File: src/rtl/psi_pkg.sv
// Shared definitions for the PSI index stream slice.
// Contents: FSM state type, index-width helper, popcount helper.
// popcount is only referenced when PSI_CARDINALITY_EN is defined.
package psi_pkg;

  typedef enum logic {
    IDLE,
    EMIT
  } psi_state_t;

  // Widest bitmap popcount() supports; W must not exceed this.
  localparam int unsigned PSI_MAXW = 1024;

  function automatic int psi_idxw(input int w);
    return (w <= 2) ? 1 : $clog2(w);
  endfunction

  // Callers zero-extend their bitmap to PSI_MAXW. The constant-zero upper
  // bits fold away in synthesis.
  function automatic int unsigned popcount(input logic [PSI_MAXW-1:0] v);
    int unsigned n;
    n = 0;
    for (int unsigned i = 0; i < PSI_MAXW; i++) begin
      n += int'(v[i]);
    end
    return n;
  endfunction

endpackage

File: src/rtl/psi_index_stream_if.sv
// Handshake bundle for psi_index_stream.
// Input side:  in_valid / in_ready / in_bitmap[W-1:0]
// Output side: out_valid / out_ready / out_index[IDXW-1:0] / out_last / out_empty
// slave  : the serializer (accepts bitmaps, produces indices)
// master : the environment (produces bitmaps, consumes indices)
interface psi_index_stream_if
  import psi_pkg::*;
#(
  parameter int W = 10
) ();
  localparam int IDXW = psi_idxw(W);

  logic            in_valid;
  logic            in_ready;
  logic [W-1:0]    in_bitmap;
  logic            out_valid;
  logic            out_ready;
  logic [IDXW-1:0] out_index;
  logic            out_last;
  logic            out_empty;

  modport slave (
    input  in_valid, in_bitmap, out_ready,
    output in_ready, out_valid, out_index, out_last, out_empty
  );

  modport master (
    output in_valid, in_bitmap, out_ready,
    input  in_ready, out_valid, out_index, out_last, out_empty
  );
endinterface

File: src/rtl/psi_lsb_enc.sv
// Combinational lowest-set-bit priority encoder.
// Ports:
//   vector[W-1:0]  input bits
//   idx[IDXW-1:0]  position of lowest set bit (0 when vector == 0)
//   zero           vector == 0
//   single         at most one bit of vector is set
module psi_lsb_enc
  import psi_pkg::*;
#(
  parameter  int W    = 10,
  localparam int IDXW = psi_idxw(W)
) (
  input  logic [W-1:0]    vector,
  output logic [IDXW-1:0] idx,
  output logic            zero,
  output logic            single
);

  logic found;

  always_comb begin
    idx   = '0;
    found = 1'b0;
    for (int unsigned i = 0; i < W; i++) begin
      if (!found && vector[i]) begin
        idx   = IDXW'(i);
        found = 1'b1;
      end
    end
  end

  assign zero   = (vector == '0);
  assign single = ((vector & (vector - 1'b1)) == '0);

endmodule

File: src/rtl/psi_index_stream.sv
// PSI intersection bitmap serializer: accepts one W-bit bitmap per input
// handshake and emits the index of every set bit in ascending order, one
// per output handshake, flagging the final beat. An empty bitmap yields a
// single beat with out_empty=1.
// Ports:
//   clk, rst_n  clock, asynchronous active-low reset
//   bus         psi_index_stream_if.slave (input bitmap / output index stream)
//   card        popcount of last accepted bitmap (only with PSI_CARDINALITY_EN)
// Optional feature macro: PSI_CARDINALITY_EN
module psi_index_stream
  import psi_pkg::*;
#(
  parameter  int W    = 10,
  localparam int IDXW = psi_idxw(W)
) (
  input logic               clk,
  input logic               rst_n,
  psi_index_stream_if.slave bus
`ifdef PSI_CARDINALITY_EN
  ,
  output logic [IDXW:0]     card
`endif
);

  psi_state_t      state_q, state_d;
  logic [W-1:0]    rem_q, rem_d;
  logic [IDXW-1:0] lsb_idx;
  logic            rem_zero;
  logic            rem_single;

  psi_lsb_enc #(.W(W)) u_lsb_enc (
    .vector (rem_q),
    .idx    (lsb_idx),
    .zero   (rem_zero),
    .single (rem_single)
  );

  always_ff @(posedge clk or negedge rst_n) begin
    if (!rst_n) begin
      state_q <= IDLE;
      rem_q   <= '0;
    end else begin
      state_q <= state_d;
      rem_q   <= rem_d;
    end
  end

  // rem is zero whenever the FSM is idle, so the index outputs already sit
  // at their reset values (index 0, last, empty) outside of EMIT.
  always_comb begin
    state_d       = state_q;
    rem_d         = rem_q;
    bus.in_ready  = 1'b0;
    bus.out_valid = 1'b0;
    bus.out_index = lsb_idx;
    bus.out_last  = rem_single;
    bus.out_empty = rem_zero;
    unique case (state_q)
      IDLE: begin
        bus.in_ready = 1'b1;
        if (bus.in_valid) begin
          rem_d   = bus.in_bitmap;
          state_d = EMIT;
        end
      end
      EMIT: begin
        bus.out_valid = 1'b1;
        if (bus.out_ready) begin
          rem_d = rem_q & (rem_q - 1'b1);
          if (rem_single) state_d = IDLE;
        end
      end
      default: ;
    endcase
  end

`ifdef PSI_CARDINALITY_EN
  always_ff @(posedge clk or negedge rst_n) begin
    if (!rst_n) begin
      card <= '0;
    end else if (state_q == IDLE && bus.in_valid) begin
      card <= (IDXW+1)'(popcount(PSI_MAXW'(bus.in_bitmap)));
    end
  end
`endif

endmodule

File: src/flat_wrapper.sv
// flat-port wrapper written by rule: the top's interface ports become plain ports
module psi_index_stream_flat import psi_pkg::*;
#(
  parameter  int W    = 10,
  localparam int IDXW = psi_idxw(W)
)
  (clk, rst_n, bus_in_valid, bus_in_bitmap, bus_out_ready, bus_in_ready, bus_out_valid, bus_out_index, bus_out_last, bus_out_empty);
  psi_index_stream_if #(.W(W)) bus_i ();
  input logic clk;
  input logic rst_n;
  input wire logic [$bits(bus_i.in_valid)-1:0] bus_in_valid;
  input wire logic [$bits(bus_i.in_bitmap)-1:0] bus_in_bitmap;
  input wire logic [$bits(bus_i.out_ready)-1:0] bus_out_ready;
  output wire logic [$bits(bus_i.in_ready)-1:0] bus_in_ready;
  output wire logic [$bits(bus_i.out_valid)-1:0] bus_out_valid;
  output wire logic [$bits(bus_i.out_index)-1:0] bus_out_index;
  output wire logic [$bits(bus_i.out_last)-1:0] bus_out_last;
  output wire logic [$bits(bus_i.out_empty)-1:0] bus_out_empty;
  assign bus_i.in_valid = bus_in_valid;
  assign bus_i.in_bitmap = bus_in_bitmap;
  assign bus_i.out_ready = bus_out_ready;
  assign bus_in_ready = bus_i.in_ready;
  assign bus_out_valid = bus_i.out_valid;
  assign bus_out_index = bus_i.out_index;
  assign bus_out_last = bus_i.out_last;
  assign bus_out_empty = bus_i.out_empty;
  psi_index_stream #(.W(W)) u_core (.clk(clk), .rst_n(rst_n), .bus(bus_i));
endmodule
File: config.mk
export PLATFORM = sky130hd
export DESIGN_NAME = psi_index_stream_flat
export DESIGN_NICKNAME = d
export VERILOG_FILES = /design/src/rtl/psi_pkg.sv /design/src/rtl/psi_index_stream_if.sv /design/src/rtl/psi_lsb_enc.sv /design/src/rtl/psi_index_stream.sv /design/src/flat_wrapper.sv
export SDC_FILE = /design/constraint.sdc
export NUM_CORES = 1
export LEC_CHECK = 0
export CAP_MARGIN = 40
export CORE_MARGIN = 10
export CORE_UTILIZATION = 45
export DETAILED_ROUTE_END_ITERATION = 6
export HOLD_SLACK_MARGIN = 0.15
export PLACE_DENSITY = 0.74
export SLEW_MARGIN = 20
export SYNTH_ARGS = -nofsm -noshare
export SYNTH_HDL_FRONTEND = slang
export SYNTH_SLANG_ARGS = --single-unit
export TNS_END_PERCENT = 50
File: constraint.sdc
create_clock -name clk -period 4.9 [get_ports clk]
set_clock_uncertainty 0.05 [all_clocks]
set_input_delay 1.47 -clock clk [delete_from_list [all_inputs] [get_ports clk]]
set_output_delay 1.47 -clock clk [all_outputs]
set_load 0.02 [all_outputs]
# Yosys cells after proc, flatten, opt, wreduce, memory -nomap -nowiden
# Cells that the tools add are included.
[op_classes]
eq_ne = 2
addsub = 1
shift = 0
order_cmp = 0
reduce_logical = 21
n_mul = 0
muxes = 27
n_div = 0
n_bitwise = 2
[op_table]
columns = ["op", "count"]
rows = [
  ["4-bit two-way mux", 8],
  ["10-bit zero test", 2],
  ["10-bit two-way mux", 2],
  ["10-bit one-hot mux with 2 select lines", 1],
  ["1-bit two-way mux", 15],
  ["10-bit bitwise AND", 1],
  ["10-bit by 1-bit subtractor with 10-bit output, second input constant", 1],
  ["1-bit logical AND", 9],
  ["1-bit zero test", 9],
  ["2-bit != test, second input constant", 2],
  ["1-bit one-hot mux with 2 select lines", 1],
  ["2-bit AND reduction", 1],
  ["1-bit inverter", 1],
]
[totals]
out_inout_bits = 8
elab_cells = 55
rom_bits = 0
latch_bits = 0
inputBits = 14
regBits = 11
mem_bits_rw = 0
memories = 0

# Logic depth before layout (Yosys ltp)
# Gate-level depths: netlist of run 1.
[depth]
ltp_word = 28
mapped_depth = 6

# Cells and area by module
# Synthesis of run 1 repeated with hierarchy kept, for this count alone.
[hier_totals]
cells_unflattened = 83
hier_area_um2 = 769.5
[modules_own_cells]
columns = ["mod", "area_per_inst_um2", "cells_per_inst", "n_inst"]
rows = [
  ["psi_index_stream", 555.5, 52, 1],
  ["psi_lsb_enc", 214.0, 31, 1],
]

# Least setup slack after synthesis of run 1
# No wires, ideal clock.
[synth_timing]
path_kind = "register -> output"
startpoint = "reg u_core.rem_q[2]"
endpoint = "out bus_out_empty"
n_path_buf = 1
path_stages_with_launch = 6
required_ps = 3380
arrival_time_ps = 1994
setup_slack_ps = 1386
cell_sequence = "dfrtp_1 -> buf_6 -> or4_4 -> nand2b_4 -> or3_4 -> nor3_1"
[synth_between]
elab_chain_len = 1
[synth_rtl]
columns = ["item", "line_no", "source"]
rows = [
  ["from (decl)", "psi_index_stream.sv:26", "logic [W-1:0] rem_q, rem_d;"],
  ["from (signal assigned)", "psi_index_stream.sv:44", "rem_q <= rem_d;"],
  ["10-bit zero test", "psi_lsb_enc.sv:32", "assign zero = (vector == '0);"],
  ["to (decl)", "flat_wrapper.sv:18", "output wire logic [$bits(bus_i.out_empty)-1:0] bus_out_empty;"],
]
# No other way between the ends.

# Worst setup path after layout of run 1
[layout_timing]
startpoint = "reg u_core.rem_q[3]"
endpoint = "out bus_out_last"
[layout_between]
elab_chain_len = 3
[layout_rtl]
columns = ["item", "line_no", "source"]
rows = [
  ["10-bit by 1-bit subtractor with 10-bit output", "psi_lsb_enc.sv:33", "assign single = ((vector & (vector - 1'b1)) == '0);"],
  ["10-bit bitwise AND *", "psi_lsb_enc.sv:33", ""],
  ["10-bit zero test *", "psi_lsb_enc.sv:33", ""],
  ["to (decl)", "flat_wrapper.sv:17", "output wire logic [$bits(bus_i.out_last)-1:0] bus_out_last;"],
]
# Every way passes the cells marked *; elsewhere a longest branch is shown, timed or not.

==> results of run 1 <==
[final cells by class]
cell class	count	share of cell area [%]
multi-input combinational	63	44.93
sequential	11	27.53
timing repair buffer	21	21.03
clock buffer	4	2.628
tap	16	2.003
inverter	5	1.877
[layout by cell type, fill, tap and decap left out]
master and count:
clkdlybuf4s50_1 21, a21o_1 2, o41ai_1 1, o32a_2 1
mux2i_1 5, or3_1 2, o311ai_0 1, or4_4 1
o32a_1 1, a31oi_1 2, nand3_1 1, inv_1 5
or3_4 1, clkbuf_1 1, a2111oi_2 1, nand2b_1 1
nor2_1 10, a31o_2 1, a22o_1 4, o21ai_1 2
o311ai_4 1, a22oi_1 1, dfrtp_1 11, a211o_1 1
nor3_1 5, o21ai_0 7, o211ai_1 1, nor4_1 1
o21ai_2 1, nor2b_1 1, nand2b_4 1, a2111oi_0 1
a21oi_1 3, nand2_1 1, or4_1 1, clkbuf_4 3
[cell families after synthesis]
logic type	count (synthesis)
AO/OA/AOI/OAI	32
buffers and inverters	11
flip-flops	11
multiplexers	5
AND/OR/NAND/NOR	26
[stage by stage]
step                      utilization (%)  total power, µW  setup slack (ns)  hold WS (ns)
final                               64.13            708.1            0.6991        0.5931
after floorplan                         -            495.7             1.386        0.5196
after detailed placement            62.44            645.7             1.014        0.5650
after CTS                           64.13            712.5            0.6948        0.5917
after global routing                64.13            764.3            0.5315        0.6420
after global placement              62.44            638.7             1.061        0.5526
[critical path, stage by stage, from the launching register on]
cell             delay (ns)
dfrtp_1                0.45
or4_4                  0.56
nand2b_4               0.19
a2111oi_0              0.39
o32a_2                 0.22
clkdlybuf4s50_1        0.60
[routing by layer]
| layer | global-route usage, % | share of wire, % | vias to the layer above |
|---|---|---|---|
| li1 | - | - | 365 |
| met1 | 13.67 | 42 | 340 |
| met2 | 16.86 | 47 | 25 |
| met3 | 6.173 | 11 | 0 |
| met4 | 2.548 | 0 | 0 |
| met5 | 0 | 0 | - |
[where the power goes]
part,internal [µW],total (µW),switching (µW)
Combinational,229,432,203
Clock,31.5,64.3,32.8
Sequential,123,212,88.7
[flip-flops by register name, summed over array words and instances, names as in the netlist]
register,flops
u_core.state_q,1
u_core.rem_q,10
[worst max-delay path by stage]
| stage | startpoint | end | slack (ns) | depth (start not counted) |
|---|---|---|---|---|
| after floorplan | u_core.rem_q[2] | bus_out_empty | 1.39 | 5 |
| after global placement | u_core.rem_q[2] | bus_out_last | 1.06 | 5 |
| after detailed placement | u_core.rem_q[2] | bus_out_last | 1.01 | 5 |
| after CTS | u_core.rem_q[2] | bus_out_last | 0.69 | 5 |
| after global routing | u_core.rem_q[2] | bus_out_last | 0.53 | 5 |
| final | u_core.rem_q[3] | bus_out_last | 0.70 | 5 |
[Yosys cell counts, types with 2 or more instances]
library cell	number
a21o_1	2
a21oi_1	3
a22o_1	4
a31oi_1	2
clkbuf_1	5
dfrtp_1	11
inv_1	5
mux2i_1	5
nor2_1	10
nor3_1	5
o21ai_0	7
o21ai_1	2
or3_1	2
==> summary.txt, run 1 <==
Placed design
  • Placed inst area: 973.4 µm²
  • Dpl cells: 116
  • Port Buffers: 21
  • Hpwl dp: between 1 and 1.5 mm
  • Gpl congestion: about 0.85

Synthesis
  • Post-Synth Simple-Gate Area: 18.93%
  • Ys flop type: dfrtp_1
  • Total of warnings raised by yosys: 0
  • Largest cells by area after synthesis: dfrtp_1 (36%), mux2i_1 (6.5%), nor2_1 (4.9%)
  • Top cell type by total area after synthesis: dfrtp_1
  • Sequential area share after synthesis: 35.60%
  • Seq cells post-synth: 11
  • Top cell type's share of synthesized area: 35.60%
  • Multiplexer share of the synthesized area: 6.472%
  • Asr flop ratio synth: 100.0%
  • Post-Syn Area per Cell: 9.097 µm²
  • Synthesized area: 773.2 µm²
  • Netlist cell types: 35
  • Post-synthesis compound-gate area fraction: 32.69%
  • Net Count, Synth: just under 100
  • Post-Synth XOR/XNOR Area: 0%
  • EDFF count, synth: 0
  • Post-Syn Instances: 85
  • Main combinational cell family by area after synthesis: compound AO/OA/AOI/OAI gates
  • Adder-cell area share of the yosys netlist: 0%

Worst setup path
  • Reg2reg start: u_core.rem_q[3]
  • Critical Path AT: 2.68 ns
  • Reg2reg setup slack: about 2.8 ns
  • Top fanout value on the critical path: 8
  • Critical Path Sink Type: primary output
  • R2R Path End: u_core.state_q
  • Crit start category: register
  • Worst Path Required: 3.38 ns
  • Reg2reg path depth: 5
  • Crit path kind: reg -> out

STA
  • Final hold vios: 0
  • Setup_tns: 0 ns
  • Pins over their slew limit: 0
  • Final Setup Violations: 0
  • Fin crit period: 4.201 ns
  • Slew margin rel.: 53.28%
  • RSZ-0062 raised after global routing: no
  • Achievable Freq: 238.0 MHz
  • Worst-margin pin slew: roughly 0.70 ns
  • Crit share post-route: 85.73%

Detailed routing
  • Vias per cell: just over 6
  • Total number of vias: 730
  • DRT Pass-1 Iters: 4
  • Antenna-violating nets left: 0
  • Routed Wire Length: 1.990 mm
  • Routed len/inst: between 15 and 20 µm
  • Drt drc: 0
  • 1st-iter DRT viols: 23

Worst hold path
  • Hold Crit Endpoint: u_core.rem_q[5]
  • Hold path depth: 2
  • Worst min path class: reg -> reg
  • Worst Hold Launch: u_core.rem_q[5]

Floorplanning
  • Die outline width: 61.45 µm
  • Initial core utilization: 49.60%
  • Core area: 1559 µm²
  • Row count: 14
  • Die area: 3776 µm²
  • Chip height: 61.45 µm
  • I/O Pins: 22

Global route
  • Largest net degree at the start of global routing: 23
  • GRT overflow: 0
  • GRT Overall Usage: approximately 11%
  • Initial antenna violation count: 0
  • First-pass GRT wire length: 3.243 mm
  • Vias in the first global route: 695

Clock tree
  • CTS Buffer Depth: 2
  • CTS H-tree lvls: 1
  • Post-CTS sizing: 0
  • CTS Sinks: 11
  • Cts hold-fix bufs: 0
  • Root Driver: clkbuf_4
  • CTS buffer count: 3
  • Setup bufs post-CTS: 0
  • CTS tree: built
  • Clk pin slew, worst setup/hold paths: 0.08 ns
  • Clk_lat worst skew: 0.27 ns

Layout
  • Design area: between 900 and 1000 µm²
  • Area of the multi-input gates: 449.2 µm²
  • Nets@finish: 119
  • # fillers: 133
  • Area added between synthesis and finish: 29.29%
  • Layout cells sized above 1: 10.58%
  • # diodes: 0
  • Storage cell area: 275.3 µm²
  • Cell Count, Final, Fillers Out: 120

Outcome
  • Outcome: finished clean

Pwr
  • Leakage: 0.0004189 µW
  • PD cells: between 700 and 800 nW/µm²
  • Maximum vdd drop: 488.0 µV

Run
  • Max-Cap Viols: 0
Note: power is estimated with default switching activity, not from simulation.
==> run 2: changes to the inputs <==
--- a/config.mk
+++ b/config.mk
@@ -5,13 +5,14 @@
 export SDC_FILE = /design/constraint.sdc
 export NUM_CORES = 1
 export LEC_CHECK = 0
+export ABC_AREA = 1
 export CAP_MARGIN = 40
 export CORE_MARGIN = 10
 export CORE_UTILIZATION = 45
 export DETAILED_ROUTE_END_ITERATION = 6
 export HOLD_SLACK_MARGIN = 0.15
-export PLACE_DENSITY = 0.74
-export SLEW_MARGIN = 20
+export PLACE_DENSITY = 0.75
+export SLEW_MARGIN = 15
 export SYNTH_ARGS = -nofsm -noshare
 export SYNTH_HDL_FRONTEND = slang
 export SYNTH_SLANG_ARGS = --single-unit
==> run 2 against run 1 <==
Effect of this change:
- cell count is 17% higher
- clock power hardly changed
- fmax is 16% higher
- synthesized area is 4.0% lower
- power is 9.1% higher
- sequential power is 13% lower
- first-iteration DRC count is 74% lower
- combinational power is 21% higher
- synthesized cell count is 19% higher
- cell area is 1.6% lower
- flip-flop and latch count stayed put
- global-route usage is 0.15 points lower
- critical endpoint unchanged
==> summary.txt, run 2 <==
Synthesis
  • Asr flop ratio synth: 100.0% (unchanged)
  • Synth cell count leaders: nand2_1 (20), o21ai_0 (15), dfrtp_1 (11), inv_1 (11), a21oi_1 (9) (was dfrtp_1 (11), nor2_1 (10), o21ai_0 (7))
  • Seq cells post-synth: 11 (unchanged)
  • Total of warnings raised by yosys: 0 (unchanged)
  • Ys flop type: dfrtp_1 (unchanged)
  • Post-Syn Area per Cell: 7.346 µm² (was 9.097 µm²)
  • Net Count, Synth: 115 (was 99)
  • Top cell type by total area after synthesis: dfrtp_1 (unchanged)
  • Largest cells by area after synthesis: dfrtp_1 (37%), nand2_1 (10%), o21ai_0 (10%) (was dfrtp_1 (36%), mux2i_1 (6.5%), nor2_1 (4.9%))
  • Post-Syn Instances: 101 (was 85)
  • Synthesized area: 742.0 µm² (was 773.2 µm²)
  • Most common cell in the netlist: nand2_1 (was dfrtp_1)
  • Netlist cell types: 20 (was 35)
  • EDFF count, synth: 0 (unchanged)
  • Top cell type's share of synthesized area: 37.10% (was 35.60%)
  • Sequential area share after synthesis: 37.10% (was 35.60%)

Floorplanning
  • Chip height: 60.61 µm (was 61.45 µm)
  • I/O Pins: 22 (unchanged)
  • Core area: 1541 µm² (was 1559 µm²)
  • Die outline width: 60.61 µm (was 61.45 µm)
  • Die area: 3673 µm² (was 3776 µm²)
  • Row count: 14 (unchanged)
  • Initial core utilization: 48.13% (was 49.60%)

Clock tree
  • CTS tree: built (unchanged)
  • CTS H-tree lvls: 1 (unchanged)
  • Clk pin slew, worst setup/hold paths: 0.08 ns (about the same)
  • CTS buffer count: 3 (unchanged)
  • Setup bufs post-CTS: 0 (unchanged)
  • CTS Sinks: 11 (unchanged)
  • Post-CTS sizing: 0 (unchanged)
  • CTS Buffer Depth: 2 (unchanged)
  • Cts hold-fix bufs: 0 (unchanged)
  • Root Driver: clkbuf_4 (unchanged)
  • Clk_lat worst skew: 0.27 ns (about the same)

Worst setup path
  • R2R Path End: u_core.rem_q[1] (was u_core.state_q)
  • Worst path slowest cell: clkdlybuf4s50_1 (unchanged)
  • Reg2reg path depth: 6 (was 5)
  • Slowest stage delay, CP: 0.60 ns (about the same)
  • Top fanout value on the critical path: 6 (was 8)
  • CP Capture Point: bus_out_last (unchanged)
  • Crit start category: register (unchanged)
  • CP Launch Point: u_core.rem_q[1] (was u_core.rem_q[3])
  • Worst path depth: 7 (was 5)
  • Crit path kind: reg -> out (unchanged)
  • Reg2reg start: u_core.state_q (was u_core.rem_q[3])
  • CP cell instances: nor2_4 > nand2_4 > o21ai_2 > nand2_1 > nor2_2 > and2_2 > clkdlybuf4s50_1 (was or4_4 > nand2b_4 > a2111oi_0 > o32a_2 > clkdlybuf4s50_1)
  • Critical path buffers and inverters: 1 (unchanged)
  • Critical Path Sink Type: primary output (unchanged)
  • Reg2reg setup slack: 3.31 ns (was 2.81 ns)
  • Critical Path AT: 2.11 ns (was 2.68 ns)
  • Cell family with most CP delay: simple AND/OR/NAND/NOR gates (unchanged)
  • Worst Path Required: 3.38 ns (about the same)

Worst hold path
  • Worst min path class: reg -> reg (unchanged)

STA
  • RSZ-0062 raised after global routing: no (unchanged)
  • Worst-margin pin slew: 0.5144 ns (was 0.7008 ns)
  • Setup_tns: 0 ns (unchanged)
  • Fin crit period: 3.628 ns (was 4.201 ns)
  • Final hold vios: 0 (unchanged)
  • Final Setup Violations: 0 (unchanged)
  • Crit share post-route: 74.04% (was 85.73%)
  • Achievable Freq: 275.6 MHz (was 238.0 MHz)
  • Slew margin rel.: 65.60% (was 53.28%)
  • Pins over their slew limit: 0 (unchanged)

Detailed routing
  • Drt drc: 0 (unchanged)
  • WL met3: 147 µm (was 218 µm)
  • Vias per cell: 5.357 (was 6.083)
  • Metal2 WL: 814 µm (was 927 µm)
  • WL met1: 891 µm (was 844 µm)
  • Uppermost routed layer: met4 (was met3)
  • Routed len/inst: 13.31 µm (was 16.58 µm)
  • Antenna-violating nets left: 0 (unchanged)
  • Routed Wire Length: 1.864 mm (was 1.990 mm)
  • DRT Pass-1 Iters: 4 (unchanged)
  • Total number of vias: 750 (was 730)
  • 1st-iter DRT viols: 6 (was 23)

Placed design
  • Port Buffers: 21 (unchanged)
  • Gpl congestion: 0.8343 (was 0.8542)
  • Hpwl dp: 1.466 mm (was 1.480 mm)

Global route
  • Largest net degree at the start of global routing: 16 (was 23)
  • Vias in the first global route: 720 (was 695)
  • GRT Overall Usage: 11.05% (was 11.20%)
  • GRT overflow: 0 (unchanged)
  • First-pass GRT wire length: 3.174 mm (was 3.243 mm)
  • Initial antenna violation count: 0 (unchanged)

Layout
  • Layout cells sized above 1: 10.48% (was 10.58%)
  • # diodes: 0 (unchanged)
  • Commonest non-fill, non-tap cell in the layout: clkdlybuf4s50_1 (unchanged)
  • Largest register FFs: 10 (unchanged)
  • Reg with most FFs: u_core.rem_q (unchanged)
  • Area added between synthesis and finish: 32.55% (was 29.29%)
  • Commonest non-fill, non-tap cells in the layout: clkdlybuf4s50_1 (21), nand2_1 (20), o21ai_0 (15) (was clkdlybuf4s50_1 (21), dfrtp_1 (11), nor2_1 (10))
  • Nets@finish: 139 (was 119)
  • # fillers: 142 (was 133)
  • Regs by FF count: u_core.rem_q: 10 flops, u_core.state_q: 1 flops (unchanged)

Pwr
  • Leakage: 0.0004436 µW (was 0.0004189 µW)
  • PD cells: 785.6 nW/µm² (was 708.3 nW/µm²)
  • Maximum vdd drop: 390.4 µV (was 488.0 µV)
  • Pwr Total: 772.6 µW (was 708.1 µW)

Outcome
  • Outcome: finished clean (unchanged)

Run
  • Max-Cap Viols: 0 (unchanged)
## run 2: worst min path at each step
stage,start,to,cells after the start
after floorplan,u_core.rem_q[7],u_core.rem_q[7],2
after global placement,u_core.rem_q[7],u_core.rem_q[7],2
after detailed placement,u_core.rem_q[7],u_core.rem_q[7],2
after CTS,u_core.rem_q[7],u_core.rem_q[7],2
after global routing,u_core.rem_q[0],u_core.rem_q[0],2
final,u_core.rem_q[7],u_core.rem_q[7],2
## run 2: power by group
part	switching (µW)	total [µW]	internal, µW
clock	32.7	64.2	31.5
sequential	55.9	185	129
combinational	298	523	225
## run 2: layout make-up
type                    instances  area, µm²  share of cell area [%]
clock buffers                   4      26.28                   2.672
inverters                      12      47.55                   4.835
multi-input cells              76      404.1                   41.09
flip-flops and latches         11      275.3                   27.99
well taps                      16      20.02                   2.036
repair buffers                 21      210.2                   21.37
## run 2: layer usage
layer  global-route usage, %  up-vias
li1                        -      397
met1                   14.25      329
met4                   4.702        0
met5                       0        -
met2                   15.87       22
met3                   4.384        2
## run 2: kinds of logic (layout without fill, tap and decap cells)
family / after synthesis / after routing / synth area share, %
AO/OA/AOI/OAI: 36 / 36 / 27.66
AND/OR/NAND/NOR: 40 / 40 / 26.81
buffers and inverters: 14 / 37 / 8.432
flip-flops: 11 / 11 / 37.10
## run 2: worst register-to-register path, cell delays in order, from the launching register on
cell     delay (ns)
dfrtp_1        0.52
inv_4          0.18
nand2_1        0.06
nand2_1        0.33
inv_1          0.18
nand2_1        0.08
o21ai_0        0.08
## run 2: per-stage QoR
step	worst slack [ns]	hold slack, ns	area, µm²	utilization (%)	instances
floorplan	1.980	0.4831	742.0	-	101
finish	1.272	0.5512	983.4	63.80	140
global route	1.104	0.5950	983.4	63.80	140
CTS	1.274	0.5434	983.4	63.80	140
detailed placement	1.577	0.5246	957.2	62.09	136
global placement	1.612	0.5136	957.2	62.09	136
